===== config.mk =====
export PLATFORM = sky130hd
export DESIGN_NAME = mem_port_arbiter
export DESIGN_NICKNAME = d
export VERILOG_FILES = /design/src/rtl/mem_port_arbiter.sv
export SDC_FILE = /design/constraint.sdc
export NUM_CORES = 1
export LEC_CHECK = 0
export BUFFER_PORTS_ARGS = -buffer_cell sky130_fd_sc_hd__buf_2
export CORE_ASPECT_RATIO = 1.4
export CORE_UTILIZATION = 46
export CTS_CLUSTER_DIAMETER = 80
export CTS_CLUSTER_SIZE = 30
export DETAILED_ROUTE_END_ITERATION = 8
export PLACE_DENSITY_LB_ADDON = 0.25
export SKIP_LAST_GASP = 1
export SYNTH_ARGS = -nofsm -noshare
export SYNTH_HDL_FRONTEND = slang
export SYNTH_SLANG_ARGS = --single-unit

===== constraint.sdc =====
create_clock -name clk -period 1.95 [get_ports clk]
set_clock_uncertainty 0.15 [all_clocks]
set_input_delay 0 -clock clk [delete_from_list [all_inputs] [get_ports clk]]
set_output_delay 0 -clock clk [all_outputs]
set_load 0.02 [all_outputs]

===== src/rtl/mem_port_arbiter.sv =====
// Shares one SRAM-like memory port between the fetch and load/store requesters.
// One transaction in flight at a time; data wins ties unless fetch has been starved.
module mem_port_arbiter #(
    parameter int ADDR_W       = 32,
    parameter int DATA_W       = 32,
    parameter int STARVE_LIMIT = 4
) (
    input  logic                clk,
    input  logic                resetn,
    input  logic                inst_req,
    input  logic [ADDR_W-1:0]   inst_addr,
    output logic                inst_addr_ok,
    output logic                inst_data_ok,
    output logic [DATA_W-1:0]   inst_rdata,
    input  logic                data_req,
    input  logic                data_wr,
    input  logic [DATA_W/8-1:0] data_wstrb,
    input  logic [ADDR_W-1:0]   data_addr,
    input  logic [DATA_W-1:0]   data_wdata,
    output logic                data_addr_ok,
    output logic                data_data_ok,
    output logic [DATA_W-1:0]   data_rdata,
    output logic                mem_req,
    output logic                mem_wr,
    output logic [DATA_W/8-1:0] mem_wstrb,
    output logic [ADDR_W-1:0]   mem_addr,
    output logic [DATA_W-1:0]   mem_wdata,
    input  logic                mem_addr_ok,
    input  logic                mem_data_ok,
    input  logic [DATA_W-1:0]   mem_rdata,
    output logic [1:0]          state_o
);
    localparam int STRB_W   = DATA_W / 8;
    localparam int STREAK_W = (STARVE_LIMIT < 1) ? 1 : $clog2(STARVE_LIMIT + 1);
    localparam logic [STREAK_W-1:0] STREAK_MAX = STREAK_W'(STARVE_LIMIT);

    typedef enum logic [1:0] {
        IDLE = 2'd0,
        ADDR = 2'd1,
        DATA = 2'd2
    } state_e;

    state_e              state_q, state_d;
    logic [STREAK_W-1:0] streak_q, streak_d;
    logic                owner_data_q;
    logic [ADDR_W-1:0]   addr_q;
    logic                wr_q;
    logic [STRB_W-1:0]   wstrb_q;
    logic [DATA_W-1:0]   wdata_q;
    logic                inst_addr_ok_q, data_addr_ok_q;
    logic                inst_data_ok_q, data_data_ok_q;
    logic [DATA_W-1:0]   inst_rdata_q, data_rdata_q;

    logic grant, grant_inst, done;

    // Fetch wins only when data is absent or data has hit the streak cap.
    assign grant_inst = inst_req && (!data_req || (streak_q == STREAK_MAX));
    assign grant      = (state_q == IDLE) && (inst_req || data_req);
    assign done       = (state_q == DATA) && mem_data_ok;

    always_ff @(posedge clk or negedge resetn) begin
        if (!resetn) begin
            state_q <= IDLE;
        end else begin
            state_q <= state_d;
        end
    end

    always_comb begin
        state_d = state_q;
        case (state_q)
            IDLE:    if (inst_req || data_req) state_d = ADDR;
            ADDR:    if (mem_addr_ok)          state_d = DATA;
            DATA:    if (mem_data_ok)          state_d = IDLE;
            default:                           state_d = IDLE;
        endcase
    end

    always_comb begin
        mem_req      = (state_q == ADDR);
        mem_wr       = wr_q;
        mem_wstrb    = wstrb_q;
        mem_addr     = addr_q;
        mem_wdata    = wdata_q;
        inst_addr_ok = inst_addr_ok_q;
        data_addr_ok = data_addr_ok_q;
        inst_data_ok = inst_data_ok_q;
        data_data_ok = data_data_ok_q;
        inst_rdata   = inst_rdata_q;
        data_rdata   = data_rdata_q;
        state_o      = state_q;
    end

    always_comb begin
        streak_d = streak_q;
        if (grant) begin
            if (grant_inst || !inst_req) begin
                streak_d = '0;
            end else if (streak_q != STREAK_MAX) begin
                streak_d = streak_q + STREAK_W'(1);
            end
        end
    end

    always_ff @(posedge clk or negedge resetn) begin
        if (!resetn) begin
            streak_q       <= '0;
            owner_data_q   <= 1'b0;
            addr_q         <= '0;
            wr_q           <= 1'b0;
            wstrb_q        <= '0;
            wdata_q        <= '0;
            inst_addr_ok_q <= 1'b0;
            data_addr_ok_q <= 1'b0;
            inst_data_ok_q <= 1'b0;
            data_data_ok_q <= 1'b0;
            inst_rdata_q   <= '0;
            data_rdata_q   <= '0;
        end else begin
            streak_q       <= streak_d;
            inst_addr_ok_q <= grant && grant_inst;
            data_addr_ok_q <= grant && !grant_inst;
            inst_data_ok_q <= done && !owner_data_q;
            data_data_ok_q <= done && owner_data_q;
            if (grant) begin
                owner_data_q <= !grant_inst;
                addr_q       <= grant_inst ? inst_addr : data_addr;
                wr_q         <= !grant_inst && data_wr;
                wstrb_q      <= (!grant_inst && data_wr) ? data_wstrb : '0;
                wdata_q      <= grant_inst ? '0 : data_wdata;
            end
            // Writes complete without touching either read-data register.
            if (done && !wr_q) begin
                if (owner_data_q) begin
                    data_rdata_q <= mem_rdata;
                end else begin
                    inst_rdata_q <= mem_rdata;
                end
            end
        end
    end
endmodule

**After elaboration in Yosys (flattened, before gate mapping)**

Index checks and enable logic that the tools add are counted.

- Flip-flop bits (word level): 143
- Latch bits: 0
- RAM bits: 0
- Bits in read-only memories: 0
- Word-level logic and storage cells: 54
- Memories kept: 0

- $add $sub $neg: 1
- Multipliers: 0
- Divide/modulo/power cells: 0
- Order comparisons: 0
- Equality and inequality tests: 7
- Shifts and indexed selects: 0
- Muxes and demuxes: 9
- Bitwise logic cells: 1
- Reductions and logical operators: 23

Operators by type and width:

| operator | number |
|---|---|
| $mux 32 | 2 |
| $logic_and 1x1->1 | 9 |
| $mux 2 | 3 |
| $mux 3 | 2 |
| $pmux 2 s3 | 1 |
| $reduce_and 2->1 | 3 |
| $logic_not 1->1 | 5 |
| $mux 4 | 1 |
| $ne 2x1->1 const B | 2 |
| $add 3x1->3 const B | 1 |
| $eq 3x3->1 const B | 1 |
| $logic_or 1x1->1 | 3 |
| $ne 3x3->1 const B | 1 |
| $reduce_and 3->1 | 1 |
| $eq 2x1->1 const B | 1 |
| $eq 2x2->1 const B | 1 |
| $logic_not 2->1 | 1 |
| $ne 2x2->1 const B | 1 |
| $reduce_bool 2->1 | 1 |
| $not 1->1 | 1 |

**Logic depth before layout (Yosys ltp)**

Gate-level depths: netlist of the first run.

- Word-level depth: 6
- Mapped depth: 7
- Mapped depth without buffers: 5

**Worst setup path after synthesis of the first run**

OpenSTA, ideal clock, no wires.

- Kind: register to register
- Start: reg state_q[0], in the netlist state_o[0]
- End: reg data_rdata_q[10], in the netlist data_rdata[10]
- Setup time: 125 ps
- Data arrival time: 1537 ps
- Setup slack: 138 ps
- Stages on the path, launching flop included: 6
- Clock period less this slack: 1812 ps
- Path through: dfrtp_1 -> and4b_1 -> nor2b_1 -> buf_6 -> buf_6 -> mux2_4

- Word-level cells in the longest chain between the ends: 4

Ends and longest elaborated chain:

| element | RTL line | RTL |
|---|---|---|
| from (decl) | 43 | `state_e state_q, state_d;` |
| from (signal assigned) | 65 | `state_q <= state_d;` |
| $eq 2x2->1 | 59 | `assign done = (state_q == DATA) && mem_data_ok;` |
| $logic_and 1x1->1 | 59 |  |
| $logic_and 1x1->1 | 133 | `if (done && !wr_q) begin` |
| $reduce_and 2->1 (no source line) | -- |  |
| to (signal assigned) | 135 | `data_rdata_q <= mem_rdata;` |
| to (decl) | 52 | `logic [DATA_W-1:0] inst_rdata_q, data_rdata_q;` |

Every way passes these cells.
A chain may end at the register's enable or synchronous reset.

**Final worst setup path of the first run**

- Start: reg streak_q[0]
- End: reg wstrb_q[2], in the netlist mem_wstrb[2]

- Word-level cells in the longest chain between the ends: 6

Ends and longest elaborated chain:

| element | RTL line | RTL |
|---|---|---|
| from (decl) | 44 | `logic [STREAK_W-1:0] streak_q, streak_d;` |
| from (signal assigned) | 120 | `streak_q <= streak_d;` |
| $eq 3x3->1 | 57 | `assign grant_inst = inst_req && (!data_req \|\| (streak_q == STREAK_MAX));` |
| $logic_or 1x1->1 | 57 |  |
| $logic_and 1x1->1 | 57 |  |
| $logic_not 1->1 | 129 | `wstrb_q <= (!grant_inst && data_wr) ? data_wstrb : '0;` |
| $logic_and 1x1->1 | 129 |  |
| $mux 4 | 129 |  |
| to (signal assigned) | 129 |  |
| to (decl) | 48 | `logic [STRB_W-1:0] wstrb_q;` |

Every way passes these cells.

==> results of run 1 <==
## registers in the layout, summed over array words and instances, names as in the netlist
name	flops
streak_q	3
inst_addr_ok	1
owner_data_q	1
data_addr_ok	1
mem_wdata	32
mem_wstrb	4
data_rdata	32
data_data_ok	1
mem_addr	32
inst_rdata	32
state_o	2
inst_data_ok	1
mem_wr	1
## layout by cell type (no fill, tap or decap), types with 3 or more instances in the layout
master / n
a21boi_0: 32
clkbuf_16: 17
buf_2: 277
dfrtp_1: 143
buf_4: 8
inv_1: 4
mux2_4: 30
a22o_1: 35
nand2_1: 3
a32o_1: 4
clkinvlp_4: 7
a221o_1: 32
nor2_1: 4
inv_6: 3
buf_12: 6
dlygate4sd3_1: 141
mux2_2: 33
## final cells by class
class                      count  area, µm²
sequential                   143       3580
clock inverter                12       88.8
inverter                       4       15.0
timing repair buffer         433       2990
antenna                        1       2.50
multi-input combinational    191       1950
clock buffer                  19        433
fill                         708       2700
tap                          147        184
## power by group through the flow
stage	combinational, W	sequential, W	clock, W
detailed placement	0.00605	0.00502	0
finish	0.00635	0.00505	0.00288
global placement	0.00585	0.00500	0
global route	0.00673	0.00520	0.00307
floorplan	0.00225	0.00659	0
CTS	0.00628	0.00502	0.00292
## timing repair
item	CTS	global route
endpoints found under the setup margin	0	4
gates resized for setup	0	1
endpoints found under the hold margin	283	0
hold buffers	142	0
## worst max-delay path: cells and delay by family (launching register included)
family,cells,cell delay [ns]
fa+ha+maj,1,0.17
flops,1,0.38
buf+inv,2,0.32
compound gates,2,0.58
simple gates,1,0.11
## logic make-up (layout without fill, tap and decap cells)
| kind of cell | Yosys count | after routing | share of synthesized area |
|---|---|---|---|
| multiplexers | 65 | 65 | 0.148 |
| adder cells (fa/ha/maj) | 2 | 2 | 0.00440 |
| flip-flops | 143 | 143 | 0.629 |
| AND/OR/NAND/NOR | 15 | 15 | 0.0158 |
| AO/OA/AOI/OAI | 109 | 109 | 0.171 |
| other | 0 | 1 | 0 |
| buffers and inverters | 33 | 468 | 0.0317 |
## path summary, 6_finish.rpt
| path | endpoint | depth (start not counted) | from | slack, ns |
|---|---|---|---|---|
| max in group asynchronous | mem_wdata[3]$_DFFE_PN0P_ | 4 | resetn | 0.51 |
| worst max register to register | mem_wstrb[2]$_DFFE_PN0P_ | 6 | streak_q[0]$_DFFE_PN0P_ | 0.12 |
| worst min-delay path | mem_addr[7]$_DFFE_PN0P_ | 3 | data_addr[7] | 0.21 |
| worst max-delay path | mem_wstrb[2]$_DFFE_PN0P_ | 6 | streak_q[0]$_DFFE_PN0P_ | 0.12 |
| min in group asynchronous | state_o[1]$_DFFE_PN0P_ | 3 | resetn | 0.48 |
| worst min register to register | mem_wstrb[0]$_DFFE_PN0P_ | 1 | mem_wstrb[0]$_DFFE_PN0P_ | 0.34 |
## layer usage
layer  track usage  vias up  wire length (µm)
met4         0.143        0               700
met2         0.483      299              9100
met3        0.0753       55              1340
met5             0        -                 0
met1         0.327     2527              6870
li1              -     2237                 -
## metrics by stage
step / area, µm² / hold WS [ns] / std cells / worst slack [ns] / power [W]
global route: 9240 / 0.200 / 950 / 0.00194 / 0.0150
global placement: 7280 / -0.154 / 776 / 0.159 / 0.0109
CTS: 9230 / 0.187 / 949 / 0.113 / 0.0142
floorplan: 5690 / -0.446 / 367 / 0.138 / 0.00884
finish: 9240 / 0.207 / 950 / 0.119 / 0.0143
detailed placement: 7280 / -0.147 / 776 / 0.121 / 0.0111
==> impl_metrics.env, run 1 <==
export IMPL_max_freq_ghz=0.546
export IMPL_ys_top_cells_by_count="dfrtp_1 (143), a22o_1 (35), mux2_2 (33)"
export IMPL_clk_pin_slew_ns=0.06
export IMPL_required_ns=2.09
export IMPL_setup_tns_ns=0
export IMPL_maxCapViolations=0
export IMPL_nNetsFinal=931
export IMPL_worstPathArrival_ns=1.97
export IMPL_ioPinCount=279
export IMPL_netlist_area_um2=5690
export IMPL_wl_per_cell_um=19.0
export IMPL_grt_pass1_vias=5524
export IMPL_htreeDepth=4
export IMPL_outcome="completed"
export IMPL_peakVddDrop_mv=0.822
export IMPL_io_buffers=278
export IMPL_synth_most_common_cell="dfrtp_1"
export IMPL_grt_first_pass_wirelength_um=27600
export IMPL_tightest_slew_ns=0.363
export IMPL_clock_path_buffers=2
export IMPL_min_period_ns=1.83
export IMPL_leakage_nw=4.66
export IMPL_dr_pass1_iters=5
export IMPL_final_max_slew_violation_count=0
export IMPL_path_cells="inv_1 > ha_1 > nand2_1 > o211a_2 > buf_4 > a32o_1"
export IMPL_critPathKind="reg -> reg"
export IMPL_p_seq_frac=0.354
export IMPL_dieWidth_um=96.0
export IMPL_critPathMaxFanout=30
export IMPL_wirelength_um=18000
export IMPL_vias=5118
export IMPL_fin_crit_sh=0.939
export IMPL_setup_viol=0
export IMPL_critPathMaxStageDelay_ns=0.38
export IMPL_rows=47
export IMPL_coreArea_um2=11900
export IMPL_synth_edf_count=0
export IMPL_cts_root_buf="clkbuf_16"
export IMPL_cts_setup_buffers=0
export IMPL_combinationalPowerShare=0.445
export IMPL_drive_gt1_frac=0.485
export IMPL_hold_violations=0
export IMPL_power_share_clock=0.201
export IMPL_fin_util=0.774
export IMPL_dpl_hpwl_um=10400
export IMPL_initial_core_util=0.477
export IMPL_ys_ff_latch=143
export IMPL_die_y_um=134
export IMPL_internal_power_w=0.00868
export IMPL_synth_top_area_cell="dfrtp_1"
export IMPL_tritoncts="built"
export IMPL_yosysWarnings=0
export IMPL_hold_path_class="in -> reg"
export IMPL_drtAntennaViolNets=0
export IMPL_die_area_um2=12800
export IMPL_synth_async_reset_ratio=1.00
export IMPL_track_usage=0.286
export IMPL_critPathCaptureType="flop"
export IMPL_cts_sinks=143
export IMPL_yosysTopAreaCellShare=0.629
export IMPL_drt_drc_violations_left=0
export IMPL_yosys_cell_types_count=31
export IMPL_rsz0062_at_grt="false"
export IMPL_vias_per_cell=5.39
export IMPL_grt_start_max_net_pins=43
export IMPL_gp_congestion=0.787
export IMPL_start_kind="flop"
export IMPL_avgSynthCellArea_um2=15.5
export IMPL_insertion_delay_ns=0.41
export IMPL_switchingPower_w=0.00560
export IMPL_cts_made_buffers=17
export IMPL_switching_share=0.392
export IMPL_power_density_nw_per_um2=1550
export IMPL_area_delta_synth_final_pct=62.4
export IMPL_synthCells=367
export IMPL_slew_headroom=0.758
export IMPL_syn_num_nets=508
export IMPL_antenna_found_initial=1
export IMPL_ys_flop_type="dfrtp_1"
export IMPL_drt_iter0_markers=142
export IMPL_yosysSeqAreaShare=0.629
export IMPL_synth_area_leaders="dfrtp_1 (63%), mux2_4 (7.9%), mux2_2 (6.5%)"
export IMPL_grt_overflow=0
export IMPL_cp_slowest_cell="dfrtp_1"
Power figures use the tool's default switching activity.
==> run 2, diff against run 1 <==
--- a/config.mk
+++ b/config.mk
@@ -6,8 +6,7 @@
 export NUM_CORES = 1
 export LEC_CHECK = 0
 export BUFFER_PORTS_ARGS = -buffer_cell sky130_fd_sc_hd__buf_2
-export CORE_ASPECT_RATIO = 1.4
-export CORE_UTILIZATION = 46
+export CORE_UTILIZATION = 50
 export CTS_CLUSTER_DIAMETER = 80
 export CTS_CLUSTER_SIZE = 30
 export DETAILED_ROUTE_END_ITERATION = 8
==> constraint.sdc (replaced) <==
create_clock -name clk -period 2.2 [get_ports clk]
set_clock_uncertainty 0.15 [all_clocks]
set_input_delay 0 -clock clk [delete_from_list [all_inputs] [get_ports clk]]
set_output_delay 0 -clock clk [all_outputs]
set_load 0.02 [all_outputs]
==> run 2 against run 1 <==
Combinational power is 11% lower. Hold slack worse by 0.20 ns. Final cell count is 0.63% lower. Die area is 7.9% lower. Utilization is 7.6 points higher. Critical path type unchanged. Sequential power is 11% lower. Via count hardly changed. Non-clock buffer count stayed put. Highest routed layer unchanged.
==> impl_metrics.env, run 2 (synthesized netlist as in run 1, its figures left out) <==
export IMPL_outcome="completed"
export IMPL_required_ns=2.34
export IMPL_dr_pass1_iters=5
export IMPL_htreeDepth=4
export IMPL_ioPinCount=279
export IMPL_critPathKind="reg -> reg"
export IMPL_cts_setup_buffers=0
export IMPL_die_y_um=109
export IMPL_drive_gt1_frac=0.492
export IMPL_initial_core_util=0.518
export IMPL_final_max_slew_violation_count=0
export IMPL_cts_made_buffers=17
export IMPL_rsz0062_at_grt="false"
export IMPL_hold_violations=0
export IMPL_drtAntennaViolNets=0
export IMPL_grt_use_met3=0.0849
export IMPL_die_area_um2=11800
export IMPL_insertion_delay_ns=0.42
export IMPL_fin_crit_sh=0.915
export IMPL_min_period_ns=2.01
export IMPL_grt_util_met2=0.554
export IMPL_dpl_hpwl_um=10800
export IMPL_start_kind="flop"
export IMPL_dpl_cell_count=771
export IMPL_tightest_slew_ns=0.380
export IMPL_fin_cells=944
export IMPL_grt_start_max_net_pins=66
export IMPL_fin_util=0.850
export IMPL_worstPathArrival_ns=2.16
export IMPL_cts_root_buf="clkbuf_16"
export IMPL_area_delta_synth_final_pct=64.1
export IMPL_cp_slowest_cell="dfrtp_1"
export IMPL_critPathCaptureType="flop"
export IMPL_grtUsageMet1=0.379
export IMPL_wl_per_cell_um=20.2
export IMPL_path_cells="inv_1 > ha_1 > nand2_1 > o211a_2 > buf_12 > a221o_1"
export IMPL_max_freq_ghz=0.497
export IMPL_grt_overflow=0
export IMPL_power_total_w=0.0132
export IMPL_leakage_nw=4.73
export IMPL_fillers=510
export IMPL_dieWidth_um=109
export IMPL_power_density_nw_per_um2=1410
export IMPL_mostFrequentLayoutCells="buf_2 (277), dfrtp_1 (143), dlygate4sd3_1 (139), a22o_1 (35), mux2_2 (33)"
export IMPL_tritoncts="built"
export IMPL_peakVddDrop_mv=0.903
export IMPL_coreArea_um2=11000
export IMPL_vias=5120
export IMPL_multi_input_area_um2=1950
export IMPL_antenna_found_initial=1
export IMPL_drt_iter0_markers=273
export IMPL_grt_busiest_layer="met2"
export IMPL_gp_congestion=0.810
export IMPL_drt_drc_violations_left=0
export IMPL_grt_first_pass_wirelength_um=28400
export IMPL_critPathMaxFanout=65
export IMPL_critPathMaxStageDelay_ns=0.38
export IMPL_worstPathBufferInverterCount=2
export IMPL_clk_pin_slew_ns=0.06
export IMPL_vias_per_cell=5.42
export IMPL_maxCapViolations=0
export IMPL_io_buffers=278
export IMPL_layout_commonest_cell="buf_2"
export IMPL_nNetsFinal=931
export IMPL_setup_viol=0
export IMPL_wirelength_um=19100
export IMPL_track_usage=0.324
export IMPL_setup_tns_ns=0
export IMPL_rows=38
export IMPL_clock_path_buffers=2
export IMPL_slew_headroom=0.746
export IMPL_grt_pass1_vias=5439
export IMPL_hold_path_class="in -> async"
export IMPL_cts_sinks=143
export IMPL_seq_area_um2=3580
export IMPL_critPathTopFamily="compound AO/OA/AOI/OAI gates"
==> run 2: cell types whose count changed in the layout (fill, tap and decap cells not counted), sizes merged <==
| cell | delta |
|---|---|
| bufinv | +3 |
| inv | -3 |
| clkbuf | +3 |
| dlygate4sd3 | -2 |
| clkinvlp | -4 |
| buf | +2 |
| clkinv | +2 |
==> run 2: stage by stage <==
stage	hold slack (ns)	setup WS [ns]	instance area (µm²)
3_3_place_gp	-0.195	0.349	7290
4_1_cts	0.00318	0.254	9330
6_report	0.00350	0.187	9340
2_1_floorplan	-0.446	0.388	5690
5_1_grt	0.0287	0.0879	9340
3_5_place_dp	-0.192	0.270	7290
==> run 2: path summary, 6_finish.rpt <==
check                      cells past startpoint  slack (ns)                         end                startpoint
min in group clk                               3        0.19     mem_addr[8]$_DFFE_PN0P_              data_addr[8]
setup / recovery                               6        0.19    mem_addr[22]$_DFFE_PN0P_   streak_q[0]$_DFFE_PN0P_
setup reg to reg                               6        0.19    mem_addr[22]$_DFFE_PN0P_   streak_q[0]$_DFFE_PN0P_
max in group asynchronous                      3        1.56  inst_rdata[27]$_DFFE_PN0P_                    resetn
hold / removal                                 3       0.003   data_rdata[9]$_DFFE_PN0P_                    resetn
hold reg to reg                                1        0.35    mem_wdata[5]$_DFFE_PN0P_  mem_wdata[5]$_DFFE_PN0P_
==> run 2: layout make-up <==
type	count	area share
inverters	4	0.00161
clock buffers	22	0.0529
diodes	1	0.000268
multi-input cells	191	0.209
flip-flops and latches	143	0.383
well taps	140	0.0188
repair buffers	433	0.320
clock inverters	10	0.0142
==> run 2: report_power, final <==
group | leakage, nW | internal (W) | total, W | switching (W)
combinational | 2.63 | 0.00244 | 0.00567 | 0.00323
sequential | 1.80 | 0.00380 | 0.00451 | 0.000709
clock | 0.304 | 0.00193 | 0.00301 | 0.00109
total | 4.73 | 0.00817 | 0.0132 | 0.00502
==> run 2: metal layers <==
layer | up-vias | part of all wire
met5 | - | 0
met1 | 2486 | 0.38
met2 | 327 | 0.50
met4 | 0 | 0.040
li1 | 2240 | -
met3 | 67 | 0.080
==> run 2: worst min-delay path, stage by stage <==
cell,delay (ns)
dlygate4sd3_1,0.54
buf_6,0.16
buf_16,0.23
==> run 2: what timing repair did <==
item	in CTS	in global routing
hold endpoints to repair	284	0
gates resized for setup	0	0
hold buffers	140	0
==> run 3, diff against run 2 <==
--- a/config.mk
+++ b/config.mk
@@ -11,6 +11,7 @@
 export CTS_CLUSTER_SIZE = 30
 export DETAILED_ROUTE_END_ITERATION = 8
 export PLACE_DENSITY_LB_ADDON = 0.25
+export REMOVE_ABC_BUFFERS = 1
 export SKIP_LAST_GASP = 1
 export SYNTH_ARGS = -nofsm -noshare
 export SYNTH_HDL_FRONTEND = slang
==> run 3 against run 2 <==
Utilization decreased by 0.84 points. Power decreased by 0.76%. Sequential share of layout area increased by 0.38 points. Clock power decreased by 5%. Via count increased by 1.7%. Setup slack got worse by 0.038 ns. Final area decreased by 0.99%. Combinational power about the same. Sequential power about the same. Critical path depth unchanged. Highest routed layer unchanged.
==> impl_metrics.env, run 3 (synthesized netlist as in run 1, its figures left out) <==
export IMPL_drt_iter0_markers=411
export IMPL_insertion_delay_ns=0.41
export IMPL_worstPathArrival_ns=2.19
export IMPL_setup_tns_ns=0
export IMPL_peakVddDrop_mv=1.05
export IMPL_grt_overflow=0
export IMPL_fin_area_um2=9240
export IMPL_dieWidth_um=109
export IMPL_leakage_nw=4.69
export IMPL_dr_pass1_iters=5
export IMPL_vias_per_cell=5.55
export IMPL_grtUsageMet1=0.393
export IMPL_antenna_found_initial=0
export IMPL_final_max_slew_violation_count=0
export IMPL_initial_core_util=0.518
export IMPL_die_area_um2=11800
export IMPL_tightest_slew_ns=0.701
export IMPL_critPathMaxStageDelay_ns=0.42
export IMPL_required_ns=2.34
export IMPL_outcome="completed"
export IMPL_setup_viol=0
export IMPL_nNetsFinal=927
export IMPL_mostFrequentLayoutCells="buf_2 (277), dfrtp_1 (143), dlygate4sd3_1 (139), a22o_1 (35), mux2_2 (33)"
export IMPL_path_cells="inv_1 > ha_1 > nand2_1 > o211a_2 > buf_12 > a221o_1"
export IMPL_regToRegSetupSlack_ns=0.15
export IMPL_drive_gt1_frac=0.484
export IMPL_grt_first_pass_wirelength_um=29200
export IMPL_wl_per_cell_um=20.7
export IMPL_worstPathBufferInverterCount=2
export IMPL_dpl_hpwl_um=10300
export IMPL_area_delta_synth_final_pct=62.5
export IMPL_fin_crit_sh=0.932
export IMPL_rsz0062_at_grt="false"
export IMPL_grt_use_met3=0.102
export IMPL_diodes=0
export IMPL_max_freq_ghz=0.488
export IMPL_die_y_um=109
export IMPL_drt_drc_violations_left=0
export IMPL_hold_path_class="in -> async"
export IMPL_grt_start_max_net_pins=77
export IMPL_coreArea_um2=11000
export IMPL_cts_made_buffers=17
export IMPL_grt_util_met2=0.548
export IMPL_min_period_ns=2.05
export IMPL_ioPinCount=279
export IMPL_critPathMaxFanout=38
export IMPL_cts_setup_buffers=0
export IMPL_power_density_nw_per_um2=1420
export IMPL_cts_root_buf="clkbuf_16"
export IMPL_grt_busiest_layer="met2"
export IMPL_critPathTopFamily="compound AO/OA/AOI/OAI gates"
export IMPL_gp_congestion=0.802
export IMPL_start_kind="flop"
export IMPL_cts_sinks=143
export IMPL_layout_commonest_cell="buf_2"
export IMPL_critPathKind="reg -> reg"
export IMPL_rows=38
export IMPL_fillers=521
export IMPL_io_buffers=278
export IMPL_vias=5208
export IMPL_critPathCaptureType="flop"
export IMPL_clk_pin_slew_ns=0.06
export IMPL_grt_pass1_vias=5631
export IMPL_htreeDepth=4
export IMPL_hold_violations=0
export IMPL_maxCapViolations=0
export IMPL_clock_path_buffers=2
export IMPL_drtAntennaViolNets=0
export IMPL_tritoncts="built"
export IMPL_track_usage=0.337
export IMPL_cp_slowest_cell="o211a_2"
export IMPL_place_area_um2=7270
export IMPL_wirelength_um=19400
export IMPL_cts_resized=0
export IMPL_fin_util=0.842
export IMPL_slew_headroom=0.533
run 3: report_power, final:
group	internal, W	total, W	switching [W]
logic	0.00243	0.00570	0.00327
registers	0.00381	0.00454	0.000736
clock network	0.00181	0.00286	0.00104
run 3: repair_timing:
action / CTS / global route
hold endpoints to repair: 248 / 0
hold buffers: 139 / 0
endpoints found under the setup margin: 0 / 0
run 3: path summary, 6_finish.rpt:
kind	start	end	cells after the start
setup / recovery	streak_q[1]$_DFFE_PN0P_	mem_addr[22]$_DFFE_PN0P_	6
hold / removal	resetn	data_rdata[22]$_DFFE_PN0P_	2
setup reg to reg	streak_q[1]$_DFFE_PN0P_	mem_addr[22]$_DFFE_PN0P_	6
min in group clk	mem_addr_ok	state_o[0]$_DFFE_PN0P_	3
max in group asynchronous	resetn	data_rdata[3]$_DFFE_PN0P_	3
hold reg to reg	inst_rdata[5]$_DFFE_PN0P_	inst_rdata[5]$_DFFE_PN0P_	1
run 3: layout make-up:
| type | instances | area [µm²] | share of cell area |
|---|---|---|---|
| Clock inverter | 5 | 77.6 | 0.00839 |
| Timing Repair Buffer | 429 | 2940 | 0.318 |
| Tap cell | 140 | 175 | 0.0189 |
| Inverter | 4 | 15.0 | 0.00162 |
| Clock buffer | 26 | 509 | 0.0551 |
| Multi-Input combinational cell | 191 | 1950 | 0.211 |
| Sequential cell | 143 | 3580 | 0.387 |
run 3: per-stage QoR:
| step | power (W) | instances | setup slack, ns | hold slack [ns] |
|---|---|---|---|---|
| 4_1_cts | 0.0129 | 938 | 0.203 | 0.0553 |
| 6_report | 0.0131 | 938 | 0.149 | 0.0368 |
| 3_5_place_dp | 0.00981 | 768 | 0.209 | -0.0737 |
| 3_3_place_gp | 0.00963 | 768 | 0.289 | -0.0866 |
| 5_1_grt | 0.0137 | 938 | 0.0693 | 0.111 |
| 2_1_floorplan | 0.00773 | 338 | -1.58 | -0.446 |
run 3: per-layer routing:
metal  wire length (µm)  part of all wire  vias up
li1                   -                 -     2220
met1               7340              0.38     2561
met2               9660              0.50      338
met3               1470             0.076       89
met4                915             0.047        0
met5                  0                 0        -
